## src/rtl/scr1_tcm_arb.sv

```systemverilog
// Two-master arbiter for the TCM data port: round-robin grant, one outstanding
// slave access, same-cycle response routing, and timeout error completion.
module scr1_tcm_arb #(
    parameter int unsigned TIMEOUT_CYC = 16,
    parameter int unsigned AWIDTH      = 32,
    parameter int unsigned DWIDTH      = 32
) (
    input  logic              clk,
    input  logic              rst,

    input  logic              m0_req,
    output logic              m0_req_ack,
    input  logic              m0_cmd,
    input  logic [1:0]        m0_width,
    input  logic [AWIDTH-1:0] m0_addr,
    input  logic [DWIDTH-1:0] m0_wdata,
    output logic [DWIDTH-1:0] m0_rdata,
    output logic [1:0]        m0_resp,

    input  logic              m1_req,
    output logic              m1_req_ack,
    input  logic              m1_cmd,
    input  logic [1:0]        m1_width,
    input  logic [AWIDTH-1:0] m1_addr,
    input  logic [DWIDTH-1:0] m1_wdata,
    output logic [DWIDTH-1:0] m1_rdata,
    output logic [1:0]        m1_resp,

    output logic              s_req,
    input  logic              s_req_ack,
    output logic              s_cmd,
    output logic [1:0]        s_width,
    output logic [AWIDTH-1:0] s_addr,
    output logic [DWIDTH-1:0] s_wdata,
    input  logic [DWIDTH-1:0] s_rdata,
    input  logic [1:0]        s_resp
);

    localparam int unsigned CNT_W = 8;
    localparam logic [1:0] RESP_NOTRDY = 2'b00;
    localparam logic [1:0] RESP_ER     = 2'b10;
    // The grant cycle is cycle 0 and the counter reads 0 in the first wait
    // cycle, so the error completion lands TIMEOUT_CYC-1 cycles after grant.
    localparam logic [CNT_W-1:0] CNT_LAST = CNT_W'(TIMEOUT_CYC - 2);

    typedef enum logic [1:0] {
        ST_IDLE  = 2'd0,
        ST_WAIT0 = 2'd1,
        ST_WAIT1 = 2'd2
    } state_e;

    typedef struct packed {
        logic              cmd;
        logic [1:0]        width;
        logic [AWIDTH-1:0] addr;
        logic [DWIDTH-1:0] wdata;
    } req_t;

    state_e           state_q, state_d;
    logic             last_grant_q, last_grant_d;
    logic [CNT_W-1:0] wait_cnt_q, wait_cnt_d;

    logic             in_wait;
    logic             resp_rdy;
    logic             timeout;
    logic             done;
    logic             grant_ok;
    logic             gnt0;
    logic             gnt1;
    logic [1:0]       done_resp;
    logic [DWIDTH-1:0] done_rdata;
    req_t             m0_pl;
    req_t             m1_pl;
    req_t             s_pl;

    // Arbitration, slave mux, response routing and next-state logic
    always_comb begin
        in_wait      = (state_q != ST_IDLE);
        resp_rdy     = in_wait && (s_resp != RESP_NOTRDY);
        timeout      = in_wait && (s_resp == RESP_NOTRDY) && (wait_cnt_q == CNT_LAST);
        done         = resp_rdy || timeout;
        grant_ok     = (!in_wait || done) && s_req_ack && !rst;

        // On contention the master not recorded in last_grant wins
        gnt0         = grant_ok && m0_req && (!m1_req || last_grant_q);
        gnt1         = grant_ok && m1_req && (!m0_req || !last_grant_q);

        m0_pl        = '{cmd: m0_cmd, width: m0_width, addr: m0_addr, wdata: m0_wdata};
        m1_pl        = '{cmd: m1_cmd, width: m1_width, addr: m1_addr, wdata: m1_wdata};
        s_pl         = '0;
        if (gnt0) begin
            s_pl = m0_pl;
        end else if (gnt1) begin
            s_pl = m1_pl;
        end

        s_req        = gnt0 || gnt1;
        s_cmd        = s_pl.cmd;
        s_width      = s_pl.width;
        s_addr       = s_pl.addr;
        s_wdata      = s_pl.wdata;
        m0_req_ack   = gnt0;
        m1_req_ack   = gnt1;

        done_resp    = timeout ? RESP_ER : s_resp;
        done_rdata   = timeout ? '0 : s_rdata;

        m0_resp      = RESP_NOTRDY;
        m0_rdata     = '0;
        m1_resp      = RESP_NOTRDY;
        m1_rdata     = '0;
        if (done && (state_q == ST_WAIT0)) begin
            m0_resp  = done_resp;
            m0_rdata = done_rdata;
        end
        if (done && (state_q == ST_WAIT1)) begin
            m1_resp  = done_resp;
            m1_rdata = done_rdata;
        end

        state_d      = state_q;
        last_grant_d = last_grant_q;
        wait_cnt_d   = wait_cnt_q;
        if (gnt0) begin
            state_d      = ST_WAIT0;
            last_grant_d = 1'b0;
            wait_cnt_d   = '0;
        end else if (gnt1) begin
            state_d      = ST_WAIT1;
            last_grant_d = 1'b1;
            wait_cnt_d   = '0;
        end else if (done) begin
            state_d      = ST_IDLE;
            wait_cnt_d   = '0;
        end else if (in_wait) begin
            wait_cnt_d   = wait_cnt_q + CNT_W'(1);
        end
    end

    always_ff @(posedge clk or posedge rst) begin
        if (rst) begin
            state_q      <= ST_IDLE;
            last_grant_q <= 1'b1;
            wait_cnt_q   <= '0;
        end else begin
            state_q      <= state_d;
            last_grant_q <= last_grant_d;
            wait_cnt_q   <= wait_cnt_d;
        end
    end

endmodule

```

## config.mk

```make
export PLATFORM = sky130hd
export DESIGN_NAME = scr1_tcm_arb
export DESIGN_NICKNAME = d
export VERILOG_FILES = /design/src/rtl/scr1_tcm_arb.sv
export SDC_FILE = /design/constraint.sdc
export NUM_CORES = 1
export LEC_CHECK = 0
export BUFFER_PORTS_ARGS = -buffer_cell sky130_fd_sc_hd__buf_2
export CORE_AREA = 2 2 120 122
export DETAILED_ROUTE_END_ITERATION = 6
export DIE_AREA = 0 0 122 124
export GPL_ROUTABILITY_DRIVEN = 0
export SLEW_MARGIN = 10
export SYNTH_ARGS = -nofsm -noshare
export SYNTH_HDL_FRONTEND = slang
export SYNTH_SLANG_ARGS = --single-unit
```

## constraint.sdc

```tcl
create_clock -name clk -period 5 [get_ports clk]
set_input_delay 1 -clock clk [delete_from_list [all_inputs] [get_ports clk]]
set_output_delay 1 -clock clk [all_outputs]
set_load 0.05 [all_outputs]
```

* Word-level counts from Yosys, hierarchy flattened
Cells that the tools add are included.
Widths: inputs -> output; s select.
** Cells by class
- Add/sub/neg operators :: 1
- Equal/unequal tests :: 3
- Muxes and demuxes :: 17
- Reduce and logical (&&, ||, !) cells :: 27
** Operator list (number)
- $mux 67 :: 2
- $mux 32 :: 3
- $mux 8 :: 4
- $mux 2 :: 6
- $logic_and 1x1->1 :: 11
- $add 8x1->8 const B :: 1
- $eq 8x4->1 const B :: 1
- $reduce_bool 2->1 :: 3
- $logic_not 1->1 :: 5
- $logic_or 1x1->1 :: 5
- $reduce_bool 4->1 :: 1
- $reduce_bool 3->1 :: 1
- $eq 2x1->1 const B :: 1
- $eq 2x2->1 const B :: 1
- $logic_not 2->1 :: 1
- $mux 1 :: 2
** Word-level totals
- Bits in registers :: 11
- Input bits :: 173
- Word-level logic and storage cells :: 51

* Depth between registers and ports, before layout
Gate-level depths: netlist of the first run.
- Word-level depth :: 11
- Gate-level depth with buffers :: 7
- Gate-level depth less buffers :: 6

* Worst setup path before layout of the first run
No wires, ideal clock.
- Path kind :: input -> output
- From :: input port m1_req
- To :: output port s_addr[10]
- Data arrival time :: 2763 ps
- Required time :: 4000 ps
- Setup slack :: 1237 ps
- Cell stages on the path :: 6
- Buffers on the path :: 3
- Cell sequence :: clkbuf_1 -> a21boi_1 -> buf_2 -> clkbuf_1 -> nand2_1 -> a21oi_1
** Between the ends
- Cells in the longest elaborated chain, start to end :: 4
- Elaborated cells on any way between the ends :: 7
- Classes of those cells :: 2 x mux; 5 x reduce/logical
** RTL lines
- from (decl) :: RTL line 20 : input logic m1_req,
- $logic_and 1x1->1 / $logic_not 1->1 (equally long branches) :: RTL line 86, 85
- $logic_and 1x1->1 / $logic_or 1x1->1 (equally long branches) :: RTL line 86, 85
- $mux 67 / $logic_and 1x1->1 (equally long branches) :: RTL line 93, 85
- $mux 67 * :: RTL line 91 : if (gnt0) begin
- to (decl) :: RTL line 33 : output logic [AWIDTH-1:0] s_addr,
Every way passes the cells marked *; elsewhere a longest branch is shown, timed or not.

* Worst setup path after layout of the first run
- From :: input port s_resp[0]
- To :: output port m1_rdata[24]
** Between the ends
- Cells in the longest elaborated chain, start to end :: 6
- Elaborated cells on any way between the ends :: 9
- Classes of those cells :: 2 x mux; 7 x reduce/logical
** RTL lines
- from (decl) :: RTL line 36 : input logic [1:0] s_resp
- $logic_not 2->1 :: RTL line 80 : timeout = in_wait && (s_resp == RESP_NOTRDY) && (wait_cnt_q == CNT_LAST);
- $logic_and 1x1->1 (2 in a row) :: RTL line 80
- $logic_or 1x1->1 :: RTL line 81 : done = resp_rdy || timeout;
- $logic_and 1x1->1 :: RTL line 116 : if (done && (state_q == ST_WAIT1)) begin
- $mux 32 * :: RTL line 116
- to (decl) :: RTL line 26 : output logic [DWIDTH-1:0] m1_rdata,
Marked as above.

==> results of run 1 <==
==> stage by stage <==
stage	setup slack, ps	total power [W]	utilization (%)	area [um^2]	instances
2_1_floorplan	1237	0.0003900	-	2232	384
3_3_place_gp	1186	0.0005396	28.53	3914	838
3_5_place_dp	1221	0.0005371	28.53	3914	838
4_1_cts	1221	0.0006862	29.10	3993	842
5_1_grt	1082	0.0007226	29.10	3993	842
6_report	1215	0.0006818	29.10	3993	842
==> final cells by class <==
class                   count  share of cell area (%)
clock buffers               4                   1.974
inverters                   5                  0.4701
multi-input cells         325                   44.50
flip-flops and latches     11                   6.926
well taps                 180                   5.641
repair buffers            317                   40.49
==> power by group through the flow <==
| stage | Clock [W] | Sequential [W] | Combinational, W |
|---|---|---|---|
| 3_5_place_dp | 0 | 0.000104 | 0.000433 |
| 6_report | 0.000147 | 0.000103 | 0.000433 |
| 2_1_floorplan | 0 | 0.000100 | 0.000290 |
| 5_1_grt | 0.000154 | 0.000103 | 0.000465 |
| 4_1_cts | 0.000149 | 0.000103 | 0.000435 |
| 3_3_place_gp | 0 | 0.000104 | 0.000436 |
==> routing by layer <==
| layer | up-vias | part of all wire (%) | track usage, % |
|---|---|---|---|
| li1 | 1914 | - | - |
| met5 | - | 0 | 0 |
| met3 | 7 | 7.8 | 1.099 |
| met1 | 1755 | 40 | 17.78 |
| met4 | 0 | 0.73 | 2.299 |
| met2 | 218 | 52 | 26.61 |
==> worst max-delay path, delay by kind of cell <==
family	cells	cell delay, ps
buf+inv	2	400
compound gates	1	180
simple gates	3	1190
==> cells in the final DEF, fill, tap and decap left out, types with 2 or more instances in the layout <==
master     count
a21boi_4       2
a21oi_1       71
a31oi_1        2
and2_1         2
and3_1        65
buf_2        310
buf_4          6
clkbuf_16      3
dfrtp_1       10
ha_1           2
inv_1          5
nand2_1       72
nand3_1       71
nand4_1        3
nor2_1         6
nor2b_1        4
o21ai_0        2
o21ai_4        2
xor2_1         4
==> registers in the layout (all words and copies together) (netlist names) <==
register	count
state_q	2
wait_cnt_q	8
last_grant_q	1
==> logic make-up (layout without fill, tap and decap cells) <==
group	Yosys count	after routing	share of synthesized area [%]
flip-flops	11	11	12.39
XOR/XNOR	4	4	1.569
adder cells (fa/ha/maj)	2	2	1.121
AO/OA/AOI/OAI	89	89	22.87
buffers and inverters	48	326	9.025
AND/OR/NAND/NOR	230	230	53.03
==> final timing paths <==
check                         startpoint       endpoint  slack, ps
max                            s_resp[0]   m1_rdata[24]       1210
min                        wait_cnt_q[5]  wait_cnt_q[5]        540
max reg2reg                wait_cnt_q[0]     state_q[0]       2660
min reg2reg                wait_cnt_q[5]  wait_cnt_q[5]        540
max in group asynchronous            rst   last_grant_q       3910
min in group asynchronous            rst  wait_cnt_q[4]        760
==> results.cfg, run 1 <==
[global_route]
grt_overflow = 0
grt_max_degree = 72
grt_pass1_vias = 3206
grt.total_usage_pct = 14.13
antenna_found_initial = 0
grt_pass1_wl_um = 16860

[drt]
wl_per_cell_um = 14.97
vias = 3894
wirelength_um = 12610
drc_errors = 0
ant_nets = 0
firstDrtPassIters = 4
detail_route.iter0.violations = 277
routed_via_density = 4.625

[final_layout]
regArea_um2 = 276.5
area_growth_syn_to_layout_pct = 78.87
drive_above_1_share_pct = 49.70
antenna_cells = 0
num-nets-final = 838
multi_input_area_mm2 = 0.001777
fill_cells = 1545

[clock_network]
cts_tree = yes
cts_buffers = 3
clock-sinks = 11
cts-resized-gates = 0
clk_latency_ps = 240
cts_root_buffer = clkbuf_16
cts_max_level = 1
clkSlewWorstSetupHoldPaths_ps = 40
post-cts-setup-buffers = 0
cts_hold_buf = 0
clockBufferDepth = 2

[timing]
slew_violations = 0
worstMarginPinSlew_ps = 980.2
skew_ps = 0.8309
holdWs_ps = 539.6
period_share_pct = 75.71
fmax_ghz = 0.2642
finalHoldViolCount = 0
setup_violations = 0
final.min_clock_period_ps = 3785
rsz0062_at_grt = false
fin_setup_tns_ps = 0
slew_headroom_pct = 34.59

[min_path]
hp-class = reg2reg
hold_depth = 1

[synth]
yosysWarnings = 0
synth.most_common_cell = nand2_1
synthTopCellsByCount = nand2_1 (72), a21oi_1 (71), nand3_1 (71)
syn_avg_cell_area_um2 = 5.813
synth_cells = 384
synth_area_mm2 = 0.002232
synth_edf_count = 0
yosysUniqueCellTypes = 39
ys.flop_type = dfrtp_1
synthArstFlopShare_pct = 100.0
syn_nets = 559
synth-seq-cells = 11
synth_top_area_share_pct = 18.22
yosys.area.top_type = and3_1
yosysSeqAreaShare_pct = 12.39
ys_top_cells_by_area = and3_1 (18%), a21oi_1 (16%), nand3_1 (16%)

[worst_setup_path]
arrival_ps = 2790
cp_slowest_cell = nor3b_4
cpMostUsedCell = buf_2
required_ps = 4000
r2r_cells = 7
critPathMaxStageDelay_ps = 820
start_kind = input port
cp-end-kind = output port
path_cells = buf_2, nor2_1, a21boi_4, nor3b_4, and3_1, buf_2
crit_type = in2out
crit_fanout = 34

[power_and_ir_drop]
power_density_mw_per_mm2 = 170.8
p_switching_w = 0.0003498
pwr-share-seq_pct = 15.0
p_leak_nw = 2.487
p_sw_share_pct = 51.31
clockPowerShare_pct = 21.5
ir_drop_uv = 76.07
pwr-share-comb_pct = 63.4
internal_power_w = 0.0003319

[floorplanning]
core_mm2 = 0.01372
die_area_mm2 = 0.01513
fp.dieH_um = 124
num_rows = 43
ios = 311
start_util_pct = 16.27
die_x_um = 122

[job]
cap_violations = 0

[placed_design]
dp_hpwl_um = 10140
numPortBuffers = 310

[outcome]
outcome = complete, no violations
No activity file was read; power rests on OpenSTA's default activity.
==> run 2: changes to the inputs <==
- clock period: 5 -> 3.25 ns (I/O delays scaled with it)
==> results.cfg, run 2 (same netlist as run 1, synthesis figures left out) <==
[clock_network]
post-cts-setup-buffers = 0
clockBufferDepth = 2
cts_hold_buf = 0
cts_tree = yes
clk_latency_ps = 240
cts_max_level = 1
cts-resized-gates = 0
cts_root_buffer = clkbuf_16
clock-sinks = 11
cts_buffers = 3
clkSlewWorstSetupHoldPaths_ps = 40

[final_layout]
fill_cells = 1539
final_common_cell = buf_2
antenna_cells = 0
drive_above_1_share_pct = 49.85
mostFrequentLayoutCells = buf_2 (309), nand2_1 (72), nand3_1 (71), a21oi_1 (71), and3_1 (65)
largest_register_ffs = 8
area_growth_syn_to_layout_pct = 81.89
multi_input_area_mm2 = 0.001777
largest_registers = wait_cnt_q (8), state_q (2), last_grant_q (1)
num-nets-final = 840
largest_register = wait_cnt_q
regArea_um2 = 276.5
stdcell_count = 844

[global_route]
antenna_found_initial = 0
grt_max_degree = 72
grt_pass1_wl_um = 17230
grt_most_used_layer = met2
grt_util_met2_pct = 26.22
grt.total_usage_pct = 14.31
use_met3_pct = 1.648
globalRouteMet1Util_pct = 18.27
grt_overflow = 0
grt_pass1_vias = 3268

[worst_setup_path]
cp-end-kind = output port
r2r_start = wait_cnt_q[0]
crit_type = reg2out
crit_fanout = 71
required_ps = 2600
startpoint = wait_cnt_q[0]
arrival_ps = 2300
start_kind = flop

[timing]
setup_slack_ps = 299.3
fmax_ghz = 0.3389
period_share_pct = 90.79
fin_setup_tns_ps = 0
slew_headroom_pct = 60.11
slew_violations = 0
finalHoldViolCount = 0
worstMarginPinSlew_ps = 594.3
final.min_clock_period_ps = 2951
rsz0062_at_grt = false
setup_violations = 0
skew_ps = 5.267

[floorplanning]
core_mm2 = 0.01372
die_area_mm2 = 0.01513
fp.dieH_um = 124
num_rows = 43
start_util_pct = 16.27
ios = 311
die_x_um = 122

[drt]
drc_errors = 0
firstDrtPassIters = 5
vias = 3933
ant_nets = 0
wl_per_cell_um = 15.10
detail_route.iter0.violations = 285
routed_via_density = 4.660
wirelength_um = 12740

[power_and_ir_drop]
ir_drop_uv = 132.6
p_leak_nw = 2.515
power_density_mw_per_mm2 = 261.2

[placed_design]
numPortBuffers = 310
dp_cells = 840
dp_hpwl_um = 10190
place_ws_ps = 510.9

[job]
cap_violations = 0

[min_path]
hp-class = in2async

[outcome]
outcome = complete, no violations
[run 2: cell types whose count changed in the layout (fill, tap and decap cells not counted)]
| cell | change |
|---|---|
| buf_4 | -1 |
| buf_2 | -1 |
| buf_12 | +4 |
[run 2: metrics by stage]
stage | hold WS, ps | util (%) | power (W) | area, um^2
global placement | 538.4 | 29.02 | 0.0008444 | 3981
floorplan | 473.7 | - | 0.0006000 | 2232
CTS | 431.3 | 29.59 | 0.001065 | 4060
detailed placement | 539.2 | 29.02 | 0.0008417 | 3981
finish | 414.5 | 29.59 | 0.001061 | 4060
global route | 462.2 | 29.59 | 0.001121 | 4060
[run 2: area by class of cell]
class                   instances  area share (%)
well taps                     180           5.547
flip-flops and latches         11           6.810
repair buffers                319           41.48
clock buffers                   4           1.941
multi-input cells             325           43.76
inverters                       5          0.4623
[run 2: path summary, 6_finish.rpt]
path | endpoint | slack (ps) | cells after the start
setup / recovery | s_addr[26] | 300 | 8
hold / removal | wait_cnt_q[6] | 410 | 2
setup reg to reg | state_q[1] | 1300 | 7
hold reg to reg | wait_cnt_q[5] | 550 | 1
max in group asynchronous | last_grant_q | 2510 | 2
min in group clk | wait_cnt_q[5] | 550 | 1
[run 2: report_power, final]
group | total [W] | switching [W] | internal, W
logic | 0.000683 | 0.000473 | 0.000210
registers | 0.000157 | 0.00000946 | 0.000147
clock network | 0.000221 | 0.0000569 | 0.000164
[run 2: critical path, stage by stage, from the launching register on]
cell	delay [ps]
dfrtp_1	370
inv_1	80
ha_1	190
and4b_1	250
a211o_1	360
o21ai_4	160
buf_12	270
a21oi_1	80
buf_2	230
[run 2: metal layers]
layer	routed length, um	up-vias
met3	1108	16
met4	159	0
met5	0	-
met1	5065	1749
met2	6410	250
li1	-	1918
==> run 3: changes to the inputs <==
- CTS_BUF_LIST: default -> sky130_fd_sc_hd__clkbuf_8
==> results.cfg, run 3 (same netlist as run 1, synthesis figures left out) <==
[final_layout]
fill_cells = 1539
drive_above_1_share_pct = 49.85
multi_input_area_mm2 = 0.001777
num-nets-final = 840
area_growth_syn_to_layout_pct = 80.38
final_common_cell = buf_2
antenna_cells = 0
largest_register_ffs = 8
largest_register = wait_cnt_q
largest_registers = wait_cnt_q (8), state_q (2), last_grant_q (1)
mostFrequentLayoutCells = buf_2 (309), nand2_1 (72), nand3_1 (71), a21oi_1 (71), and3_1 (65)
regArea_um2 = 276.5
stdcell_count = 844

[drt]
drc_errors = 0
detail_route.iter0.violations = 288
firstDrtPassIters = 5
ant_nets = 0
wl_per_cell_um = 15.00
wirelength_um = 12660
routed_via_density = 4.621
vias = 3900

[timing]
finalHoldViolCount = 0
period_share_pct = 90.92
fin_setup_tns_ps = 0
slew_headroom_pct = 60.79
setup_violations = 0
rsz0062_at_grt = false
final.min_clock_period_ps = 2955
skew_ps = 8.768
worstMarginPinSlew_ps = 584.2
fmax_ghz = 0.3384
slew_violations = 0

[global_route]
grt_pass1_wl_um = 17170
grt.total_usage_pct = 14.21
grt_overflow = 0
antenna_found_initial = 0
grt_pass1_vias = 3284
grt_max_degree = 72

[floorplanning]
fp.dieH_um = 124
core_mm2 = 0.01372
ios = 311
start_util_pct = 16.27
die_x_um = 122
num_rows = 43
die_area_mm2 = 0.01513

[placed_design]
numPortBuffers = 310
dp_cells = 840
dp_hpwl_um = 10190

[worst_setup_path]
reg2reg_to = state_q[1]
r2r_start = wait_cnt_q[0]
crit_fanout = 71
required_ps = 2600
arrival_ps = 2300
r2r_cells = 7
cp-end-kind = output port
rrSetupSlack_ps = 1300
crit_type = reg2out
start_kind = flop

[power_and_ir_drop]
fin_total_pwr_w = 0.0009730
p_leak_nw = 2.503
ir_drop_uv = 95.90
power_density_mw_per_mm2 = 241.7

[clock_network]
cts_hold_buf = 0
cts-resized-gates = 0
clockBufferDepth = 2
cts_max_level = 1
cts_buffers = 3
cts_root_buffer = clkbuf_8
post-cts-setup-buffers = 0
clock-sinks = 11
clkSlewWorstSetupHoldPaths_ps = 50
cts_tree = yes
clk_latency_ps = 240

[job]
cap_violations = 0

[outcome]
outcome = complete, no violations

[min_path]
hp-class = in2async
## run 3: cell count changes in the layout (fill, tap and decap cells not counted)
| cell | delta |
|---|---|
| inv_1 | +1 |
| clkbuf_8 | +3 |
| clkbuf_16 | -3 |
| clkbuf_1 | -1 |
## run 3: cell type report
cell class	instances	share of cell area (%)
Clock buffer	3	1.025
Clock inverter	1	0.09323
Inverter	5	0.4661
Multi-Input combinational cell	325	44.13
Sequential cell	11	6.868
Tap cell	180	5.594
Timing Repair Buffer	319	41.83
## run 3: routing by layer
layer	GRT usage [%]	wire length, um
met1	18.05	5105
met2	26.26	6321
met3	1.648	1069
met4	2.083	160
met5	0	0
## run 3: how the worst max path moves through the flow
stage	from	endpoint	depth (start not counted)
final	wait_cnt_q[0]	m0_req_ack	8
after global routing	wait_cnt_q[0]	m1_rdata[28]	8
after CTS	wait_cnt_q[0]	s_wdata[12]	8
after detailed placement	s_resp[0]	m0_rdata[27]	7
after global placement	s_resp[0]	m0_rdata[27]	7
after floorplan	m1_req	s_addr[10]	6
## run 3: critical path, cell delays in order, from the launching register on
cell and delay (ps):
dfrtp_1 380, inv_1 80, ha_1 190, and4b_1 250, a211o_1 360, o21ai_4 160, buf_12 270, nor2_1 90
buf_2 220
## run 3: power breakdown
part	switching [W]	internal [W]
Combinational	0.000472	0.000210
Sequential	0.00000942	0.000147
Clock	0.0000515	0.0000829
## run 3: stage by stage
| stage | utilization, % | hold WS [ps] | setup WS [ps] | area (um^2) |
|---|---|---|---|---|
| 6_report | 29.35 | 407.8 | 295.2 | 4026 |
| 3_5_place_dp | 29.02 | 539.2 | 510.9 | 3981 |
| 4_1_cts | 29.35 | 428.3 | 301.6 | 4026 |
| 5_1_grt | 29.35 | 452.9 | 158.4 | 4026 |
| 3_3_place_gp | 29.02 | 538.4 | 499.4 | 3981 |
| 2_1_floorplan | - | 473.7 | 187.1 | 2232 |
